File: src/rtl/mem_arbiter.sv
// mem_arbiter: two-requester round-robin arbiter and sequencer in front of a
// single-port memory (valid/ready handshake, wr_rd select).
//
// Optional feature macro: MEM_ARB_TIMEOUT_EN
//   When defined, a watchdog abandons a memory request that has stalled for
//   TIMEOUT_CYCLES cycles. It then raises the sticky err output and still
//   completes the requester with a ready pulse. When undefined, the err port
//   does not exist and ISSUE waits for m_ready indefinitely.
//
// Handshakes:
//   Requester side: rN_valid is held, with stable fields, until rN_ready
//   pulses for one cycle. Requester inputs are sampled only in IDLE.
//   Memory side: m_valid and m_* stay stable until the cycle in which
//   m_ready is 1. That cycle is the handshake, and m_rdata is captured on it.
//
// Ports:
//   clk, rst                    clock (rising edge), async active-low reset
//   rN_valid/wr_rd/addr/wdata   requester N command (N = 0, 1)
//   rN_ready, rN_rdata          one-cycle completion pulse, held read data
//   m_valid/wr_rd/addr/wdata    memory command
//   m_ready, m_rdata            memory accept and read data
//   grant                       one-hot owner of the current transaction
//   err                         sticky timeout flag (MEM_ARB_TIMEOUT_EN only)

module mem_arbiter #(
    parameter int DATA_WIDTH     = 8,
    parameter int ADDR_WIDTH     = 4,
    parameter int TIMEOUT_CYCLES = 16
) (
    input  logic                  clk,
    input  logic                  rst,
    input  logic                  r0_valid,
    input  logic                  r0_wr_rd,
    input  logic [ADDR_WIDTH-1:0] r0_addr,
    input  logic [DATA_WIDTH-1:0] r0_wdata,
    output logic                  r0_ready,
    output logic [DATA_WIDTH-1:0] r0_rdata,
    input  logic                  r1_valid,
    input  logic                  r1_wr_rd,
    input  logic [ADDR_WIDTH-1:0] r1_addr,
    input  logic [DATA_WIDTH-1:0] r1_wdata,
    output logic                  r1_ready,
    output logic [DATA_WIDTH-1:0] r1_rdata,
    output logic                  m_valid,
    output logic                  m_wr_rd,
    output logic [ADDR_WIDTH-1:0] m_addr,
    output logic [DATA_WIDTH-1:0] m_wdata,
    input  logic                  m_ready,
    input  logic [DATA_WIDTH-1:0] m_rdata,
    output logic [1:0]            grant
`ifdef MEM_ARB_TIMEOUT_EN
    ,
    output logic                  err
`endif
);

    // Parameter sanity check (elaboration time only).
    if (TIMEOUT_CYCLES < 1) begin : g_bad_timeout
        $error("mem_arbiter: TIMEOUT_CYCLES must be at least 1");
    end

    typedef enum logic [1:0] {
        S_IDLE  = 2'd0,
        S_ISSUE = 2'd1,
        S_RESP  = 2'd2
    } state_t;

    state_t                r_state;
    logic                  r_last;     // previous winner: 0 = r0, 1 = r1
    logic                  r_owner;    // winner of the current transaction
    logic [1:0]            r_grant;
    logic                  r_m_valid;
    logic                  r_m_wr_rd;
    logic [ADDR_WIDTH-1:0] r_m_addr;
    logic [DATA_WIDTH-1:0] r_m_wdata;
    logic [1:0]            r_ready;
    logic [DATA_WIDTH-1:0] r_rdata0;
    logic [DATA_WIDTH-1:0] r_rdata1;

`ifdef MEM_ARB_TIMEOUT_EN
    localparam int CNT_W = $clog2(TIMEOUT_CYCLES + 1);
    logic [CNT_W-1:0]      r_cnt;
    logic                  r_err;
`endif

    // On a tie the requester that did not win last time goes next. A lone
    // requester wins outright, which is simply r1_valid here.
    logic w_pick;
    assign w_pick = (r0_valid && r1_valid) ? ~r_last : r1_valid;

    always_ff @(posedge clk or negedge rst) begin
        if (!rst) begin
            r_state   <= S_IDLE;
            r_last    <= 1'b1;
            r_owner   <= 1'b0;
            r_grant   <= 2'b00;
            r_m_valid <= 1'b0;
            r_m_wr_rd <= 1'b0;
            r_m_addr  <= '0;
            r_m_wdata <= '0;
            r_ready   <= 2'b00;
            r_rdata0  <= '0;
            r_rdata1  <= '0;
`ifdef MEM_ARB_TIMEOUT_EN
            r_cnt     <= '0;
            r_err     <= 1'b0;
`endif
        end else begin
            // Completion pulses last exactly one cycle.
            r_ready <= 2'b00;
            case (r_state)
                S_IDLE: begin
                    if (r0_valid || r1_valid) begin
                        r_owner   <= w_pick;
                        r_last    <= w_pick;
                        r_grant   <= w_pick ? 2'b10 : 2'b01;
                        r_m_valid <= 1'b1;
                        r_m_wr_rd <= w_pick ? r1_wr_rd : r0_wr_rd;
                        r_m_addr  <= w_pick ? r1_addr  : r0_addr;
                        r_m_wdata <= w_pick ? r1_wdata : r0_wdata;
`ifdef MEM_ARB_TIMEOUT_EN
                        r_cnt     <= '0;
`endif
                        r_state   <= S_ISSUE;
                    end
                end
                S_ISSUE: begin
                    if (m_ready) begin
                        r_m_valid <= 1'b0;
                        // Writes leave the requester's read data untouched.
                        if (!r_m_wr_rd) begin
                            if (r_owner) r_rdata1 <= m_rdata;
                            else         r_rdata0 <= m_rdata;
                        end
                        r_ready[r_owner] <= 1'b1;
                        r_state          <= S_RESP;
                    end
`ifdef MEM_ARB_TIMEOUT_EN
                    // This stall cycle would bring the count to TIMEOUT_CYCLES:
                    // give up, flag it and release the requester.
                    else if (r_cnt == CNT_W'(TIMEOUT_CYCLES - 1)) begin
                        r_m_valid        <= 1'b0;
                        r_err            <= 1'b1;
                        r_ready[r_owner] <= 1'b1;
                        r_state          <= S_RESP;
                    end else begin
                        r_cnt <= r_cnt + CNT_W'(1);
                    end
`endif
                end
                S_RESP: begin
                    r_grant <= 2'b00;
                    r_state <= S_IDLE;
                end
                default: begin
                    r_state <= S_IDLE;
                end
            endcase
        end
    end

    assign grant    = r_grant;
    assign m_valid  = r_m_valid;
    assign m_wr_rd  = r_m_wr_rd;
    assign m_addr   = r_m_addr;
    assign m_wdata  = r_m_wdata;
    assign r0_ready = r_ready[0];
    assign r1_ready = r_ready[1];
    assign r0_rdata = r_rdata0;
    assign r1_rdata = r_rdata1;
`ifdef MEM_ARB_TIMEOUT_EN
    assign err      = r_err;
`endif

endmodule

File: config.mk
export PLATFORM = sky130hd
export DESIGN_NAME = mem_arbiter
export DESIGN_NICKNAME = d
export VERILOG_FILES = /design/src/rtl/mem_arbiter.sv
export SDC_FILE = /design/constraint.sdc
export NUM_CORES = 1
export LEC_CHECK = 0
export CAP_MARGIN = 20
export CORE_ASPECT_RATIO = 0.7
export CORE_MARGIN = 4
export CORE_UTILIZATION = 41
export CTS_BUF_LIST = sky130_fd_sc_hd__clkbuf_4 sky130_fd_sc_hd__clkbuf_8
export DETAILED_ROUTE_END_ITERATION = 8
export PLACE_DENSITY = 0.89
export SYNTH_ARGS = -nofsm -noshare
export SYNTH_HDL_FRONTEND = slang
export SYNTH_SLANG_ARGS = --single-unit
File: constraint.sdc
create_clock -name clk -period 1.76 [get_ports clk]
set_input_delay 0.352 -clock clk [delete_from_list [all_inputs] [get_ports clk]]
set_output_delay 0.352 -clock clk [all_outputs]
set_load 0.02 [all_outputs]
* Word-level counts from Yosys, hierarchy flattened
Index checks and enable logic that the tools add are counted.
** Cells by class
- Magnitude comparators :: 2
- Eq/ne operators :: 4
- Multiplexer cells :: 17
- Bitwise operators :: 3
- Reduce and logical (&&, ||, !) cells :: 12
** Operator list (count)
- 2-bit two-way mux :: 6
- 8-bit two-way mux :: 1
- 2-bit one-hot mux with 2 select lines :: 2
- 4-bit AND reduction :: 2
- 2-bit AND reduction :: 3
- 1-bit two-way mux :: 5
- 4-bit two-way mux :: 1
- 2-bit != test (second input constant) :: 2
- 2-bit nonzero test :: 2
- 1-bit NOT :: 3
- 3-bit AND reduction :: 1
- 2-bit by 1-bit == test with 1-bit output (second input constant) :: 1
- 2-bit == test (second input constant) :: 1
- 1-bit logical AND :: 2
- 2-bit logical NOT :: 1
- 1-bit by 2-bit < comparator with 1-bit output (second input constant) :: 1
- 1-bit one-hot mux with 2 select lines :: 1
- 1-bit demux with 1-bit select :: 1
- 1-bit greater-or-equal comparator (second input constant) :: 1
- 1-bit logical OR :: 1
** Storage, ports and cells
- Register bits after elaboration :: 38
- Input bits :: 39
- Output and inout bits :: 34
- Word-level logic and storage cells :: 49

* Depth between registers and ports, before layout
Gate-level depths: netlist of run 1.
- Depth after elaboration :: 6
- Depth in mapped cells :: 4
- Depth with buffers taken out :: 4

* Least setup slack after synthesis of run 1
OpenSTA, ideal clock, no wires.
- Path type :: reg2reg
- Start :: register r_state[1]
- End :: register r_rdata0[0] (netlist: r0_rdata[0])
- Setup time :: 125 ps
- Data arrival time :: 1357 ps
- Required time :: 1635 ps
- Slack :: 278 ps
- Stages on the path, launching flop included :: 4
- Path buffers :: 0
- Period minus slack after synthesis :: 1482 ps
- Path through :: dfrtp_1 nand3b_2 nor3_4 mux2_2
** On the way
- Word-level cells in the longest chain between the ends :: 2
** Ends and longest elaborated chain
- start, declared :: line 68 : state_t r_state;
- start signal, assigned :: line 93 : r_state <= S_IDLE;
- start signal, assigned :: line 124 : r_state <= S_ISSUE;
- start signal, assigned :: line 136 : r_state <= S_RESP;
- 2-bit by 1-bit == test with 1-bit output :: line 111 : case (r_state)
- 4-bit AND reduction (no source line)
- end signal, assigned :: line 133 : else r_rdata0 <= m_rdata;
- end, declared :: line 77 : logic [DATA_WIDTH-1:0] r_rdata0;
Every way passes these cells.
A chain may end at the register's enable or synchronous reset.

* Worst setup path in the final report of run 1
- Start :: register r_m_wdata[1] (netlist: m_wdata[1])
- End :: output m_wdata[1]
** RTL lines
- start, declared :: line 75 : logic [DATA_WIDTH-1:0] r_m_wdata;
- start signal, assigned :: line 120 : r_m_wdata <= w_pick ? r1_wdata : r0_wdata;
- end, declared :: line 47 : output logic [DATA_WIDTH-1:0] m_wdata,
No word-level cell between the ends.

==> out/results.tsv, run 1 <==
metric	value	unit
status	finished, final reports clean	
grt_usage	18.7	%
cts_hold_buf	0	
yosys-top-cells-area	dfrtp_1, mux2_2, a221o_1	
path_delay_family	buffers and inverters	
synth_seq_area_share	61.0	%
fmax	611	MHz
slowest_delay	630	ps
crit_slowest_cell	clkdlybuf4s50_1	
setup_viol	0	
ys_async_sr_fraction	100	%
io_pins	73	
end_kind	primary output	
powerDensity	1780	mW/mm2
path_cells	clkdlybuf4s50_1	
cts.path.max_buffers	2	
post-dp-hpwl	3210	um
final_area	0.00252	mm2
synth_flop_cell	dfrtp_1	
power	4.50	mW
dieHeight	59.6	um
nNetsFinal	232	
power_frac_seq	35.5	%
cts_tree	built	
switching_share	35.9	%
syn_nets	146	
grt-ovfl-total	0	
comb_power_share	50.8	%
grt_pass1_wl	6610	um
crit_buf_inv	1	
clockPowerShare	13.7	%
rows	18	
cts_inserted_buffers	5	
internal_power	2.88	mW
wl_per_cell	16.6	um
grt_setup_unrepaired	false	
syn_area_per_cell	14.6	um2
worstPathRequired	1410	ps
path_class	reg -> out	
htreeDepth	2	
antenna_found_initial	0	
vias_per_cell	4.98	
fin_crit_sh	93.0	%
skew	4.71	ps
clock_latency	280	ps
p_leak	1.13	nW
r2r-start	r_last$_DFFE_PN1P_	
post-route-drc-count	0	
via_count	1216	
drv_slew	0	
reg2reg_depth	5	
yosysTopAreaCell	dfrtp_1	
crit_fanout	2	
clockRootBuffer	clkbuf_8	
yosysWarnings	0	
netlist.area_leader.share	59.3	%
ant_nets	0	
finalHoldViolCount	0	
antenna_cells	0	
synth.most_common_cell	dfrtp_1	
clk_pin_slew	70	ps
drt-pass1-iter-count	4	
worstMarginPinSlew	824	ps
synthTopCellsByCount	dfrtp_1, mux2_2, a221o_1, and3_1	
drive_gt1_share	25.3	%
startpoint_type	flop	
gp_congestion	0.817	
core	0.00358	mm2
p_switching	1.61	mW
post-route-min-period	1640	ps
ys_types	24	
placed_cell_area	0.00242	mm2
drt_iter0_drc	49	
irDropWorstVdd	1.09	mV
synth_seq_cells	38	
wirelength	4060	um
worstHoldPathType	in -> async	
grt_start_max_net_pins	39	
grt_pass1_vias	1319	
setup.worst_path.start	m_wdata[1]$_DFFE_PN0P_	
syn_area	0.00156	mm2
critPathArrivalTime	1290	ps
die_w	81.7	um
area_delta_synth_final	61.7	%
slew_headroom	45.1	%
max-cap-violations	0	
synth-edff-count	0	
netlist_instances	107	
io_buffers	72	
critical_path_depth	1	
dieArea	0.00487	mm2
cts_sinks	38	
initial_utilization	43.6	%
## placed cells by master (no fill, tap or decap), drive strengths merged
master	n
and2	1
dfstp	1
a221o	10
inv	1
clkbuf	7
nor2b	1
clkinv	1
dlymetal6s2s	1
a21boi	1
nand2	4
o21ai	3
nor3	1
nand2b	1
and3	10
mux2	22
nor4	1
a22o	2
buf	11
nor2	5
clkdlybuf4s50	70
dfrtp	37
o22a	1
nand3b	2
## cell families (layout without fill, tap and decap cells)
group	Yosys count	after routing	share of synthesized area, %
flops	38	38	61.0
simple gates	26	26	11.9
mux	22	22	15.9
compound gates	17	17	10.0
buf+inv	4	91	1.12
## per-layer routing
layer	routed length, um	up-vias	track usage [%]	part of all wire, %
met2	2210	32	32.8	54
li1	-	573	-	-
met3	171	7	3.95	4.2
met4	77	0	7.82	1.9
met5	0	-	0	0
met1	1600	604	22.3	39
## final timing paths
check / slack (ps) / endpoint
worst max-delay path: 120 / m_wdata[1]
worst min-delay path: 160 / m_addr[3]$_DFFE_PN0P_
min in group clk: 500 / m_valid$_DFFE_PN0P_
worst min register to register: 500 / m_valid$_DFFE_PN0P_
max in group asynchronous: 1070 / r1_rdata[0]$_DFFE_PN0P_
worst max register to register: 220 / m_wdata[0]$_DFFE_PN0P_
## final cells by class
class / instances / area (um2)
inverter: 1 / 3.75
timing repair buffer: 82 / 818
multi-input combinational: 65 / 591
sequential: 38 / 952
clock buffer: 7 / 90.1
fill: 240 / 1060
tap: 50 / 62.6
clock inverter: 1 / 5.00
## sequential cells by signal, summed over array words and instances, names as in the netlist, 2 cells and up
name / flops
grant: 2
m_addr: 4
m_wdata: 8
r0_rdata: 8
r1_rdata: 8
r_ready: 2
r_state: 2
## metrics by stage
| step | setup slack [ps] | TNS, ps | cells | util, % | hold WS (ps) |
|---|---|---|---|---|---|
| finish | 122 | 0 | 244 | 70.4 | 165 |
| CTS | 6.70 | 0 | 244 | 70.4 | 190 |
| floorplan | 278 | 0 | 107 | - | 56.4 |
| detailed placement | -158 | -1840 | 236 | 67.7 | 478 |
| global route | 66.9 | 0 | 244 | 70.4 | 231 |
| global placement | -88.3 | -1130 | 236 | 67.7 | 461 |
## power by group through the flow
stage               Sequential [mW]  Clock, mW  Combinational (mW)
global placement               1.58          0                2.24
global route                   1.66      0.690                2.42
detailed placement             1.62          0                2.30
floorplan                      2.04          0               0.688
CTS                            1.60      0.639                2.31
finish                         1.60      0.618                2.28
## repair_timing
item / 4_1_cts / 5_1_grt
endpoints found under the setup margin: 0 / 1
gates resized for setup: 0 / 1
setup buffers: 0 / 0
Power figures use the tool's default switching activity.
==> run 2: changes to the inputs <==
- REMOVE_ABC_BUFFERS: unset -> 1
==> out/results.tsv, run 2 (synthesis results as in run 1) <==
metric	value	unit	change
dieArea	0.00487	mm2	unchanged
worstHoldPathType	in -> async		
ant_nets	0		unchanged
slew_headroom	71.0	%	+26 points
path_class	in -> reg		
finalHoldViolCount	0		unchanged
layout.cells.non_filler	246		+0.82%
clock_latency	280	ps	about the same
grt_setup_unrepaired	false		
worstMarginPinSlew	435	ps	-389 ps
drt-pass1-iter-count	4		unchanged
dpl.cell_count	239		+1.3%
power	4.49	mW	about the same
io_pins	73		unchanged
critPathArrivalTime	1840	ps	+550 ps
comb_power_share	51.0	%	+0.2 points
clk_pin_slew	70	ps	about the same
max-cap-violations	0		unchanged
worstPathRequired	1920	ps	+510 ps
via_count	1282		+5.4%
skew	5.64	ps	+0.930 ps
cts_tree	built		
layout_commonest_cell	clkdlybuf4s50_1		
gp_congestion	0.756		-7.5%
clockRootBuffer	clkbuf_8		
grt-ovfl-total	0		unchanged
end_kind	flop		
wl_per_cell	18.0	um	+8.3%
power_frac_seq	36.1	%	+0.6 points
grt_pass1_wl	7130	um	+7.8%
setup_viol	0		unchanged
final_cell_mix	clkdlybuf4s50_1, dfrtp_1, mux2_2		
initial_utilization	43.6	%	unchanged
drt_iter0_drc	51		+4.1%
startpoint_type	primary input		
switching_share	36.7	%	+0.86 points
area_delta_synth_final	61.4	%	
crit_fanout	10		+8
fmax	597	MHz	-2.3%
wirelength	4430	um	+9.2%
irDropWorstVdd	0.996	mV	-8.3%
post-dp-hpwl	3480	um	+8.5%
cts_sinks	38		unchanged
p_switching	1.65	mW	+2.3%
post-route-min-period	1680	ps	+37.9 ps
grt_usage	20.5	%	+1.8 points
final_area	0.00252	mm2	-0.15%
dieHeight	59.6	um	unchanged
drive_gt1_share	26.0	%	+0.76 points
antenna_cells	0		unchanged
cts_inserted_buffers	5		unchanged
grt_start_max_net_pins	20		-49%
placed_cell_area	0.00242	mm2	-0.10%
drv_slew	0		unchanged
post-route-drc-count	0		unchanged
p_leak	1.14	nW	+1.3%
io_buffers	72		unchanged
die_w	81.7	um	unchanged
vias_per_cell	5.21		+4.6%
nNetsFinal	235		+1.3%
htreeDepth	2		unchanged
core	0.00358	mm2	unchanged
status	finished, final reports clean		
cts.path.max_buffers	2		unchanged
clockPowerShare	12.9	%	-0.8 points
antenna_found_initial	0		unchanged
reg2reg_depth	4		-1
fin_crit_sh	95.2	%	+2.2 points
rows	18		unchanged
internal_power	2.84	mW	-1.4%
grt_pass1_vias	1464		+11%
powerDensity	1780	mW/mm2	about the same
==> run 2: cell count changes in the layout (fill, tap and decap cells not counted) <==
| cell | delta |
|---|---|
| buf_4 | +5 |
| buf_12 | -2 |
| a21boi_2 | -1 |
| a21boi_4 | +1 |
| clkbuf_4 | +1 |
| clkbuf_8 | -1 |
| clkdlybuf4s50_1 | -1 |
| clkinv_2 | -1 |
| dlymetal6s2s_1 | +1 |
==> run 2: layout make-up <==
type	instances	area (um2)
clock buffer	7	83.8
fill	246	1060
inverter	1	3.75
multi-input combinational	65	598
sequential	38	952
tap	50	62.6
timing repair buffer	85	818
==> run 2: metrics by stage <==
stage	utilization [%]	TNS (ps)	worst slack, ps	hold WS, ps
floorplan	-	0	204	56.4
detailed placement	67.6	-4600	-345	310
finish	70.3	0	84.4	1.67
global placement	67.6	-3230	-251	302
global route	70.3	0	33.3	20.5
CTS	70.2	0	10.6	5.02
==> run 2: final timing paths <==
| kind | start | endpoint | slack, ps |
|---|---|---|---|
| max | r0_valid | m_wdata[3]$_DFFE_PN0P_ | 80 |
| min | rst | m_wdata[4]$_DFFE_PN0P_ | 2 |
| max reg2reg | r_state[1]$_DFFE_PN0P_ | r0_rdata[1]$_DFFE_PN0P_ | 180 |
| min reg2reg | m_valid$_DFFE_PN0P_ | m_valid$_DFFE_PN0P_ | 500 |
| max in group asynchronous | rst | r_state[0]$_DFFE_PN0P_ | 1230 |
| min in group clk | m_valid$_DFFE_PN0P_ | m_valid$_DFFE_PN0P_ | 500 |
==> run 2: power groups by stage <==
stage | combinational [mW] | sequential [mW] | clock (mW)
final | 2.29 | 1.62 | 0.579
after global routing | 2.43 | 1.68 | 0.646
after CTS | 2.31 | 1.62 | 0.593
after detailed placement | 2.30 | 1.63 | 0
after global placement | 2.22 | 1.58 | 0
after floorplan | 0.669 | 2.04 | 0
==> run 2: critical path, stage by stage <==
cell,delay [ps]
clkdlybuf4s50_1,480
a21boi_4,290
buf_4,180
nor4_4,40
buf_4,180
a221o_1,310
==> run 2: per-layer routing <==
layer / up-vias / routed length, um / GRT usage (%)
met5: - / 0 / 0
li1: 576 / - / -
met3: 13 / 291 / 4.71
met4: 0 / 121 / 9.72
met1: 633 / 1730 / 24.5
met2: 60 / 2290 / 35.0
==> run 2: repair_timing <==
action / in CTS / in global routing
setup buffers: 0 / 0
hold buffers: 0 / 0
gates resized for setup: 1 / 2
setup endpoints to repair: 10 / 11
